`src/rtl/lifo_pkg.sv`:
```
// rtl/lifo_pkg.sv - shared defaults and sizing helpers for the LIFO stack
//
// Purpose : default DATA_W/DEPTH/margin values and the occupancy-counter
//           width helper used by lifo_stack_param and lifo_mem.
// Ports   : none (package).
package lifo_pkg;

    localparam int DEF_DATA_W    = 8;
    localparam int DEF_DEPTH     = 16;
    localparam int DEF_AF_MARGIN = 2;
    localparam int DEF_AE_MARGIN = 2;

    // Counter must represent 0..DEPTH inclusive, hence DEPTH+1 states.
    function automatic int cnt_width(input int depth);
        return $clog2(depth + 1);
    endfunction

    // Storage address width; DEPTH >= 2 keeps this at least 1.
    function automatic int addr_width(input int depth);
        return $clog2(depth);
    endfunction

endpackage

```
`src/rtl/lifo_mem.sv`:
```
// rtl/lifo_mem.sv - DEPTH x DATA_W storage array for the LIFO stack
//
// Purpose : plain register array, one synchronous write port and one
//           asynchronous read port. Contents are not reset.
// Ports   : clock    - write clock, rising edge
//           wr_en    - write enable
//           wr_addr  - write address
//           wr_data  - write data
//           rd_addr  - read address (combinational read)
//           rd_data  - read data
module lifo_mem
    import lifo_pkg::*;
#(
    parameter int DATA_W = DEF_DATA_W,
    parameter int DEPTH  = DEF_DEPTH,
    parameter int ADDR_W = addr_width(DEPTH)
) (
    input  logic              clock,
    input  logic              wr_en,
    input  logic [ADDR_W-1:0] wr_addr,
    input  logic [DATA_W-1:0] wr_data,
    input  logic [ADDR_W-1:0] rd_addr,
    output logic [DATA_W-1:0] rd_data
);

    logic [DATA_W-1:0] mem [DEPTH];

    always_ff @(posedge clock) begin
        if (wr_en) begin
            mem[wr_addr] <= wr_data;
        end
    end

    // Combinational read gives read-before-write on the same entry: the
    // value seen this cycle is the one stored before the edge.
    assign rd_data = mem[rd_addr];

endmodule

```
`src/rtl/lifo_stack_param.sv`:
```
// rtl/lifo_stack_param.sv - parametrised synchronous LIFO with flags and flush
//
// Purpose : stack with occupancy count, almost-full/almost-empty flags,
//           flush, same-cycle push+pop replace-top and a registered pop
//           output with a one-cycle valid strobe.
// Option  : define LIFO_ERR_FLAGS_EN to add sticky overflow/underflow
//           flags and their err_clr input.
// Ports   : clock        - system clock, rising edge
//           resetn       - asynchronous active-low reset
//           flush        - synchronous clear of stack contents
//           push, pop    - write / read requests
//           data_in      - push data
//           data_out     - last popped word (registered, held)
//           rd_valid     - data_out updated this cycle
//           empty, full, almost_full, almost_empty - occupancy flags
//           count        - occupancy 0..DEPTH
//           err_clr, overflow, underflow - only with LIFO_ERR_FLAGS_EN
module lifo_stack_param
    import lifo_pkg::*;
#(
    parameter int DATA_W    = DEF_DATA_W,
    parameter int DEPTH     = DEF_DEPTH,
    parameter int AF_MARGIN = DEF_AF_MARGIN,
    parameter int AE_MARGIN = DEF_AE_MARGIN,
    parameter int CNT_W     = cnt_width(DEPTH)
) (
    input  logic              clock,
    input  logic              resetn,
    input  logic              flush,
    input  logic              push,
    input  logic              pop,
    input  logic [DATA_W-1:0] data_in,
    output logic [DATA_W-1:0] data_out,
    output logic              rd_valid,
    output logic              empty,
    output logic              full,
    output logic              almost_full,
    output logic              almost_empty,
    output logic [CNT_W-1:0]  count
`ifdef LIFO_ERR_FLAGS_EN
    ,
    input  logic              err_clr,
    output logic              overflow,
    output logic              underflow
`endif
);

    localparam int ADDR_W = addr_width(DEPTH);

    logic              mem_we;
    logic [ADDR_W-1:0] mem_waddr;
    logic [ADDR_W-1:0] top_addr;
    logic [DATA_W-1:0] top_data;
    logic [CNT_W-1:0]  count_nxt;
    logic              load_out;
    logic              valid_nxt;

    // Flags are decoded from the count alone.
    assign empty        = (count == '0);
    assign full         = (count == CNT_W'(DEPTH));
    assign almost_full  = (int'(count) >= (DEPTH - AF_MARGIN));
    assign almost_empty = (int'(count) <= AE_MARGIN);

    // Top of stack is mem[count-1]; park the address at 0 when empty so
    // the read index always stays inside the array.
    assign top_addr = empty ? '0 : ADDR_W'(count - CNT_W'(1));

    lifo_mem #(
        .DATA_W (DATA_W),
        .DEPTH  (DEPTH),
        .ADDR_W (ADDR_W)
    ) u_mem (
        .clock   (clock),
        .wr_en   (mem_we),
        .wr_addr (mem_waddr),
        .wr_data (data_in),
        .rd_addr (top_addr),
        .rd_data (top_data)
    );

    always_comb begin
        mem_we    = 1'b0;
        mem_waddr = ADDR_W'(count);
        count_nxt = count;
        load_out  = 1'b0;
        valid_nxt = 1'b0;
        if (flush) begin
            count_nxt = '0;
        end else if (push && pop) begin
            mem_we = 1'b1;
            if (empty) begin
                // Nothing to pop: the push still lands in slot 0.
                mem_waddr = '0;
                count_nxt = CNT_W'(1);
            end else begin
                // Replace-top: old top goes out, new word takes its slot.
                mem_waddr = top_addr;
                load_out  = 1'b1;
                valid_nxt = 1'b1;
            end
        end else if (push) begin
            if (!full) begin
                mem_we    = 1'b1;
                count_nxt = count + CNT_W'(1);
            end
        end else if (pop) begin
            if (!empty) begin
                load_out  = 1'b1;
                valid_nxt = 1'b1;
                count_nxt = count - CNT_W'(1);
            end
        end
    end

    always_ff @(posedge clock or negedge resetn) begin
        if (!resetn) begin
            count    <= '0;
            rd_valid <= 1'b0;
            data_out <= '0;
        end else begin
            count    <= count_nxt;
            rd_valid <= valid_nxt;
            if (load_out) begin
                data_out <= top_data;
            end
        end
    end

`ifdef LIFO_ERR_FLAGS_EN
    logic ovf_evt;
    logic udf_evt;

    // Underflow covers both a lone pop and a push+pop on an empty stack.
    assign ovf_evt = !flush && push && !pop && full;
    assign udf_evt = !flush && pop && empty;

    // Sticky flags: a new event wins over a clear in the same cycle.
    always_ff @(posedge clock or negedge resetn) begin
        if (!resetn) begin
            overflow  <= 1'b0;
            underflow <= 1'b0;
        end else begin
            if (ovf_evt) begin
                overflow <= 1'b1;
            end else if (err_clr) begin
                overflow <= 1'b0;
            end
            if (udf_evt) begin
                underflow <= 1'b1;
            end else if (err_clr) begin
                underflow <= 1'b0;
            end
        end
    end
`endif

endmodule

```
`config.mk`:
```
export PLATFORM = sky130hd
export DESIGN_NAME = lifo_stack_param
export DESIGN_NICKNAME = d
export VERILOG_FILES = /design/src/rtl/lifo_pkg.sv /design/src/rtl/lifo_mem.sv /design/src/rtl/lifo_stack_param.sv
export SDC_FILE = /design/constraint.sdc
export NUM_CORES = 1
export LEC_CHECK = 0
export ABC_AREA = 1
export ABC_CLOCK_PERIOD_IN_PS = 4800
export CORE_ASPECT_RATIO = 0.5
export CORE_MARGIN = 8
export CORE_UTILIZATION = 45
export CTS_BUF_LIST = sky130_fd_sc_hd__clkbuf_8
export DETAILED_ROUTE_END_ITERATION = 7
export PLACE_DENSITY = 0.61
export SYNTH_ARGS = -nofsm -noshare
export SYNTH_HDL_FRONTEND = slang
export SYNTH_HIERARCHICAL = 1
export SYNTH_SLANG_ARGS = --single-unit
```
`constraint.sdc`:
```
create_clock -name clock -period 4.8 [get_ports clock]
set_clock_uncertainty 0.15 [all_clocks]
set_input_delay 0.72 -clock clock [delete_from_list [all_inputs] [get_ports clock]]
set_output_delay 0.72 -clock clock [all_outputs]
set_load 0.03 [all_outputs]
```
==> impl_metrics.csv, run 1 <==
group,metric,value,unit
global_routing,number_of_antenna_violations_at_the_first_check_in_global_routing,0,
synth,postSynthRegisterBits,142,
timing,layout_worst_path_cycle_share,69.4,%
cells_and_area,layout.area.seq,4190,sq um
detailed_routing,detail_route.wl_per_cell,16.7,microns
global_routing,pin_count_of_the_biggest_net_entering_global_routing,65,
floorplanning,dieArea,18800,sq um
synth,number_of_enable_flip_flop_cells_after_synthesis,128,
synth,post_synthesis_cell_type_with_the_largest_combined_area,"sky130_fd_sc_hd__edfxtp_1",
power_and_ir_drop,clock_power_share,23.9,%
cells_and_area,number_of_filler_instances_in_the_final_layout,1293,
floorplanning,die_y,101,microns
clock_tree,tritoncts,"yes",
power_and_ir_drop,total_power,3.80,mW
cells_and_area,flow.area_growth_from_synthesis,11.8,%
critical_path,worstSetupPathType,"reg2reg",
power_and_ir_drop,power.net_switching,1.51,mW
floorplanning,io_pins,31,
critical_path,timing.critical_path.required,4.71,ns
clock_tree,clock_tree.htree_level_count,4,
synth,synth_seq_area_share,64.4,%
power_and_ir_drop,vdd.ir_drop.worst,395,uV
power_and_ir_drop,power.combinational.fraction,37.6,%
timing,unrepaired_setup_endpoints_after_global_routing,"false",
power_and_ir_drop,power.sequential.fraction,38.5,%
detailed_routing,route.vias.total,4524,
cells_and_area,fraction_of_final_layout_cells_sized_beyond_drive_strength_1,6.49,%
detailed_routing,drc_errors,0,
detailed_routing,detail_route.wirelength,15100,microns
min_path,timing.hold.worst_path_depth,2,
clock_tree,cts_sinks,142,
clock_tree,postCtsSetupBuffers,0,
synth,syn-instance-count,671,
outcome,run_status,"completed",
critical_path,crit-reg2reg-launch,"count[0]",
clock_tree,cts_resized,0,
detailed_routing,route.layer.met1.wl,6980,microns
floorplanning,die_w,186,microns
synth,synth_top_area_share,59.1,%
critical_path,crit_end_element,"flip-flop",
clock_tree,hold_buffers,0,
cells_and_area,final_area,7280,sq um
min_path,hold_path_end,"data_out[2]",
timing,fin_crit,3.33,ns
placed_design,dpl-instance-area,6890,sq um
detailed_routing,postRouteAntennaNets,0,
power_and_ir_drop,internal_pwr_total,2.29,mW
min_path,hold_class,"reg2reg",
detailed_routing,detail_route.first_pass.iterations,5,
placed_design,io_buffers,30,
synth,synth-async-reset-ratio,9.86,%
timing,hold_slack,0.334,ns
clock_tree,clkSlewWorstSetupHoldPaths,0.08,ns
timing,final_hold_viol_count,0,
power_and_ir_drop,leakagePower,3.15,nW
synth,synthesis.area_per_instance,9.70,sq um
power_and_ir_drop,powerDensity,522,nW/um^2
critical_path,worst_r2r_path_depth,9,
clock_tree,tritoncts.num_buffers,17,
placed_design,dp.final_hpwl,9850,microns
clock_tree,clock_path_buffers,2,
critical_path,worst_setup_path_start_kind,"flip-flop",
critical_path,crit-reg2reg-capture,"u_mem/mem[9][7]",
critical_path,cp_max_fo,10,
floorplanning,rows,31,
global_routing,grt_first_pass_wirelength,23600,microns
global_routing,track_usage,16.7,%
cells_and_area,num_antenna_cells,0,
cells_and_area,net_total_in_the_final_layout,712,
synth,yosys-top-cells-area,"sky130_fd_sc_hd__edfxtp_1, sky130_fd_sc_hd__nand2_1, sky130_fd_sc_hd__nand3_1",
synth,syn-cell-area,6510,sq um
timing,worst_slew_slack_as_a_fraction_of_its_limit,24.5,%
power_and_ir_drop,swShare,39.6,%
critical_path,reg2reg_slack,1.47,ns
timing,setup_total_negative_slack,0,ns
clock_tree,clock_tree.root_cell,"sky130_fd_sc_hd__clkbuf_8",
detailed_routing,drt_iter0_markers,466,
synth,ys_dominant_reg_cell,"sky130_fd_sc_hd__edfxtp_1",
clock_tree,worst_skew_pair.late_latency,0.42,ns
timing,fmax,0.300,GHz
detailed_routing,highest-signal-layer,"met4",
synth,postSynthNetCount,687,
synth,yosys.cell_types.count,26,
global_routing,grt_pass1_vias,4306,
floorplanning,fp.coreArea,14300,sq um
detailed_routing,met2RoutedLength,6900,microns
placed_design,routabilityCongestion,0.919,
min_path,hold_path_startpoint,"data_out[2]",
detailed_routing,dr_wl_met3,1080,microns
timing,tightestPinTransition,1.13,ns
run,drv.max_cap_violation_count,0,
floorplanning,initial_standard_cell_utilization_of_the_core,45.5,%
timing,final-max-slew-violation-count,0,
detailed_routing,drt-vias-per-instance,4.99,
synth,number_of_warning_messages_in_the_yosys_log,6,
critical_path,critPathArrivalTime,3.24,ns
cells_and_area,multi_input_combinational_cell_area,1690,sq um
timing,setup_viol,0,
global_routing,overall_overflow_remaining_after_global_route,0,
[cell type report]
| class | count | area share [%] |
|---|---|---|
| Inverter | 118 | 6.09 |
| Clock buffer | 17 | 3.22 |
| Timing Repair Buffer | 32 | 4.33 |
| Sequential cell | 142 | 57.6 |
| Tap cell | 198 | 3.40 |
| Clock inverter | 15 | 2.03 |
| Multi-Input combinational cell | 385 | 23.3 |
[worst max-delay path, stage by stage (launching register included)]
cell                       delay, ns
sky130_fd_sc_hd__dfrtp_1        0.55
sky130_fd_sc_hd__inv_1          0.19
sky130_fd_sc_hd__ha_1           0.34
sky130_fd_sc_hd__nand3_4        0.16
sky130_fd_sc_hd__inv_1          0.07
sky130_fd_sc_hd__a21oi_2        0.40
sky130_fd_sc_hd__nand2_1        0.09
sky130_fd_sc_hd__o21ai_0        0.20
sky130_fd_sc_hd__nand3b_1       0.26
sky130_fd_sc_hd__nor2_1         0.56
[cell families (layout without fill, tap and decap cells)]
| group | Yosys count | in the layout | synth area share (%) |
|---|---|---|---|
| buf+inv | 144 | 182 | 9.53 |
| xor+xnor | 1 | 1 | 0.135 |
| fa+ha+maj | 3 | 3 | 0.577 |
| simple gates | 367 | 367 | 24.1 |
| compound gates | 14 | 14 | 1.17 |
| flops | 142 | 142 | 64.4 |
[synthesized netlist by cell type, types with 2 or more instances]
cell type	count
sky130_fd_sc_hd__buf_6	6
sky130_fd_sc_hd__nand3_1	106
sky130_fd_sc_hd__dfrtp_1	14
sky130_fd_sc_hd__inv_1	115
sky130_fd_sc_hd__nand3b_1	2
sky130_fd_sc_hd__buf_2	13
sky130_fd_sc_hd__o21ai_1	5
sky130_fd_sc_hd__edfxtp_1	128
sky130_fd_sc_hd__buf_4	5
sky130_fd_sc_hd__nand4_1	3
sky130_fd_sc_hd__nor2_1	23
sky130_fd_sc_hd__o21ai_0	6
sky130_fd_sc_hd__inv_2	3
sky130_fd_sc_hd__nand2_2	2
sky130_fd_sc_hd__ha_1	3
sky130_fd_sc_hd__nand2_1	226
sky130_fd_sc_hd__nand3_2	2
[layer usage]
| layer | GRT usage (%) | up-vias |
|---|---|---|
| met5 | 0 | - |
| met4 | 4.79 | 0 |
| met3 | 3.81 | 13 |
| met2 | 25.8 | 152 |
| met1 | 23.3 | 2163 |
| li1 | - | 2196 |
[per-stage QoR]
step / cells / utilization [%] / setup slack (ns)
after detailed placement: 875 / 48.2 / 1.32
after global routing: 907 / 50.8 / 1.22
final: 907 / 50.8 / 1.47
after floorplan: 671 / - / 1.97
after global placement: 875 / 48.2 / 1.39
after CTS: 907 / 50.8 / 1.45
[layout by cell type, fill, tap and decap left out, drive strengths merged]
cell	netlist	final
ha	3	3
xor2	1	1
buf	25	2
o21ai	11	11
clkbuf	1	17
clkinvlp	0	3
nand3b	2	2
dfrtp	14	14
nand2	229	229
clkinv	0	9
inv	118	119
nand3	109	109
edfxtp	128	128
nand4	3	3
a21oi	2	2
bufinv	0	2
nor2	24	24
o211ai	1	1
clkdlybuf4s50	0	30
[power groups by stage]
stage	logic (mW)	clock network (mW)	registers, mW
2_1_floorplan	0.944	0	1.56
3_3_place_gp	1.41	0	1.49
3_5_place_dp	1.41	0	1.49
4_1_cts	1.41	0.923	1.46
5_1_grt	1.57	0.972	1.47
6_report	1.43	0.907	1.46
[registers in the layout, indices dropped and copies added (netlist names)]
register and cells:
count 5, data_out 8, rd_valid 1, u_mem/mem 128
[how the worst max path moves through the flow]
stage	startpoint	to	slack [ns]
finish	count[0]	u_mem/mem[9][7]	1.47
detailed placement	push	u_mem/mem[6][5]	1.32
CTS	count[0]	empty	1.45
global placement	push	u_mem/mem[6][5]	1.39
floorplan	count[1]	u_mem/mem[12][0]	1.97
global route	count[0]	u_mem/mem[8][4]	1.22
(Power assumes the default switching activity.)
==> inputs of run 2 (changes only) <==
--- a/config.mk
+++ b/config.mk
@@ -6,13 +6,13 @@
 export NUM_CORES = 1
 export LEC_CHECK = 0
 export ABC_AREA = 1
-export ABC_CLOCK_PERIOD_IN_PS = 4800
+export ABC_CLOCK_PERIOD_IN_PS = 3000
 export CORE_ASPECT_RATIO = 0.5
 export CORE_MARGIN = 8
 export CORE_UTILIZATION = 45
 export CTS_BUF_LIST = sky130_fd_sc_hd__clkbuf_8
 export DETAILED_ROUTE_END_ITERATION = 7
-export PLACE_DENSITY = 0.61
+export PLACE_DENSITY = 0.64
 export SYNTH_ARGS = -nofsm -noshare
 export SYNTH_HDL_FRONTEND = slang
 export SYNTH_HIERARCHICAL = 1
==> constraint.sdc (replaced) <==
create_clock -name clock -period 3 [get_ports clock]
set_clock_uncertainty 0.15 [all_clocks]
set_input_delay 0.45 -clock clock [delete_from_list [all_inputs] [get_ports clock]]
set_output_delay 0.45 -clock clock [all_outputs]
set_load 0.03 [all_outputs]
==> run 2 against run 1 <==
Net effect:
- final area grew 3.9%
- die area is the same
- combinational power grew 70%
- critical path type unchanged
==> impl_metrics.csv, run 2 (synthesized netlist as in run 1, its figures left out) <==
group,metric,value,unit
critical_path,worst_setup_path_start_kind,"flip-flop",
timing,final-max-slew-violation-count,0,
floorplanning,initial_standard_cell_utilization_of_the_core,45.5,%
critical_path,timing.critical_path.buf_inv,2,
placed_design,placed_cells_incl_taps,913,
timing,layout_worst_path_cycle_share,93.6,%
detailed_routing,postRouteAntennaNets,0,
run,drv.max_cap_violation_count,0,
outcome,run_status,"completed",
timing,setup_viol,0,
floorplanning,dieArea,18800,sq um
detailed_routing,drt_iter0_markers,448,
global_routing,pin_count_of_the_biggest_net_entering_global_routing,65,
timing,tightestPinTransition,0.906,ns
clock_tree,clkSlewWorstSetupHoldPaths,0.09,ns
timing,fmax,0.356,GHz
cells_and_area,final_area,7560,sq um
detailed_routing,route.vias.total,4696,
clock_tree,clock_tree.htree_level_count,4,
placed_design,dp.final_hpwl,10500,microns
clock_tree,hold_buffers,0,
detailed_routing,drt-vias-per-instance,4.97,
critical_path,worstPathCellList,"inv_1 -> ha_1 -> buf_4 -> xor2_1 -> nand2_1 -> o21ai_0 -> nor2_1 -> nand2_1 -> nor2_1",
global_routing,overall_overflow_remaining_after_global_route,0,
detailed_routing,detail_route.first_pass.iterations,6,
clock_tree,cts_sinks,142,
cells_and_area,net_total_in_the_final_layout,750,
critical_path,cp_max_fo,8,
placed_design,routabilityCongestion,0.930,
cells_and_area,reg.largest.list,"u_mem/mem (128), data_out (8), count (5)",
floorplanning,rows,31,
power_and_ir_drop,leakagePower,3.32,nW
critical_path,worstSetupPathType,"reg2reg",
placed_design,dpl-instance-area,7200,sq um
critical_path,crit-reg2reg-launch,"count[1]",
cells_and_area,num_antenna_cells,0,
clock_tree,postCtsSetupBuffers,0,
cells_and_area,most_common_cell_after_layout_fill_and_taps_aside,"sky130_fd_sc_hd__nand2_1",
placed_design,io_buffers,30,
critical_path,crit_end_element,"flip-flop",
detailed_routing,drc_errors,0,
cells_and_area,fraction_of_final_layout_cells_sized_beyond_drive_strength_1,11.0,%
cells_and_area,largest_register_ffs,128,
power_and_ir_drop,powerDensity,811,nW/um^2
global_routing,grt_first_pass_wirelength,24600,microns
timing,final_hold_viol_count,0,
cells_and_area,final_cell_mix,"sky130_fd_sc_hd__nand2_1, sky130_fd_sc_hd__edfxtp_1, sky130_fd_sc_hd__inv_1, sky130_fd_sc_hd__nand3_1, sky130_fd_sc_hd__buf_4",
detailed_routing,detail_route.wirelength,15700,microns
clock_tree,cts_resized,0,
clock_tree,clock_tree.root_cell,"sky130_fd_sc_hd__clkbuf_8",
cells_and_area,post_layout_nonfiller_instances,945,
critical_path,worst_path_dominant_cell_family,"simple AND/OR/NAND/NOR gates",
floorplanning,die_y,101,microns
detailed_routing,detail_route.wl_per_cell,16.6,microns
cells_and_area,largest-register,"u_mem/mem",
critical_path,cpPeakStageDelay,0.69,ns
floorplanning,fp.coreArea,14300,sq um
cells_and_area,flow.area_growth_from_synthesis,16.2,%
power_and_ir_drop,vdd.ir_drop.worst,388,uV
critical_path,reg2reg_slack,0.19,ns
timing,fin_crit,2.81,ns
global_routing,number_of_antenna_violations_at_the_first_check_in_global_routing,0,
timing,worst_slew_slack_as_a_fraction_of_its_limit,39.4,%
critical_path,crit_start,"count[1]",
clock_tree,tritoncts,"yes",
global_routing,grt_pass1_vias,4499,
critical_path,timing.critical_path.required,2.91,ns
min_path,hold_class,"in2async",
clock_tree,clock_path_buffers,2,
floorplanning,die_w,186,microns
timing,unrepaired_setup_endpoints_after_global_routing,"false",
floorplanning,io_pins,31,
critical_path,crit_slowest_cell,"sky130_fd_sc_hd__nor2_1",
clock_tree,worst_skew_pair.late_latency,0.43,ns
critical_path,critPathArrivalTime,2.71,ns
clock_tree,tritoncts.num_buffers,17,
global_routing,track_usage,17.5,%
## run 2: changes by cell type in the layout (fill, tap and decap cells not counted)
| cell | before | now |
|---|---|---|
| sky130_fd_sc_hd__buf_12 | 0 | 2 |
| sky130_fd_sc_hd__clkinv_4 | 3 | 2 |
| sky130_fd_sc_hd__clkinv_2 | 6 | 3 |
| sky130_fd_sc_hd__buf_4 | 2 | 38 |
| sky130_fd_sc_hd__clkinv_1 | 0 | 2 |
| sky130_fd_sc_hd__clkinvlp_4 | 3 | 6 |
| sky130_fd_sc_hd__bufinv_16 | 2 | 1 |
## run 2: through the flow
stage,setup WS [ns],util (%),setup TNS [ns],total power [mW],hold WS (ns)
floorplan,0.169,-,0,4.00,0.00441
global placement,0.0274,50.3,0,4.75,0.317
detailed placement,-0.0606,50.3,-0.483,4.78,0.314
CTS,0.245,52.8,0,6.15,0.272
global route,0.111,52.8,0,6.50,0.355
finish,0.191,52.8,0,6.13,0.268
## run 2: where the power goes
part           leakage, nW  total, mW  internal (mW)  switching (mW)
Sequential            1.33       2.33           2.27          0.0601
Clock                0.165       1.37          0.647           0.726
Combinational         1.82       2.43          0.782            1.65
## run 2: worst reg2reg max path: stages (launching register included)
cell and delay [ns]:
sky130_fd_sc_hd__dfrtp_1 0.41, sky130_fd_sc_hd__inv_1 0.06, sky130_fd_sc_hd__ha_1 0.24, sky130_fd_sc_hd__buf_4 0.17, sky130_fd_sc_hd__xor2_1 0.16, sky130_fd_sc_hd__nand2_1 0.14
sky130_fd_sc_hd__o21ai_0 0.17, sky130_fd_sc_hd__nor2_1 0.15, sky130_fd_sc_hd__nand2_1 0.08, sky130_fd_sc_hd__nor2_1 0.69
## run 2: final timing paths
check	endpoint	cells past startpoint
max	u_mem/mem[3][4]	9
max in group asynchronous	data_out[2]	1
min in group clock	data_out[1]	2
min	count[0]	1
min reg2reg	data_out[1]	2
max reg2reg	u_mem/mem[3][4]	9
## run 2: cell type report
type | instances | area, sq um
Clock buffer | 17 | 234
Clock inverter | 15 | 124
Fill cell | 1291 | 6750
Inverter | 118 | 443
Multi-Input combinational cell | 385 | 1690
Sequential cell | 142 | 4190
Tap cell | 198 | 248
Timing Repair Buffer | 70 | 626
## run 2: routing by layer
metal,GRT usage (%),part of all wire [%],vias to the layer above
li1,-,-,2280
met1,24.4,45,2208
met2,27.0,45,191
met3,3.35,8.3,17
met4,6.06,1.6,0
met5,0,0,-
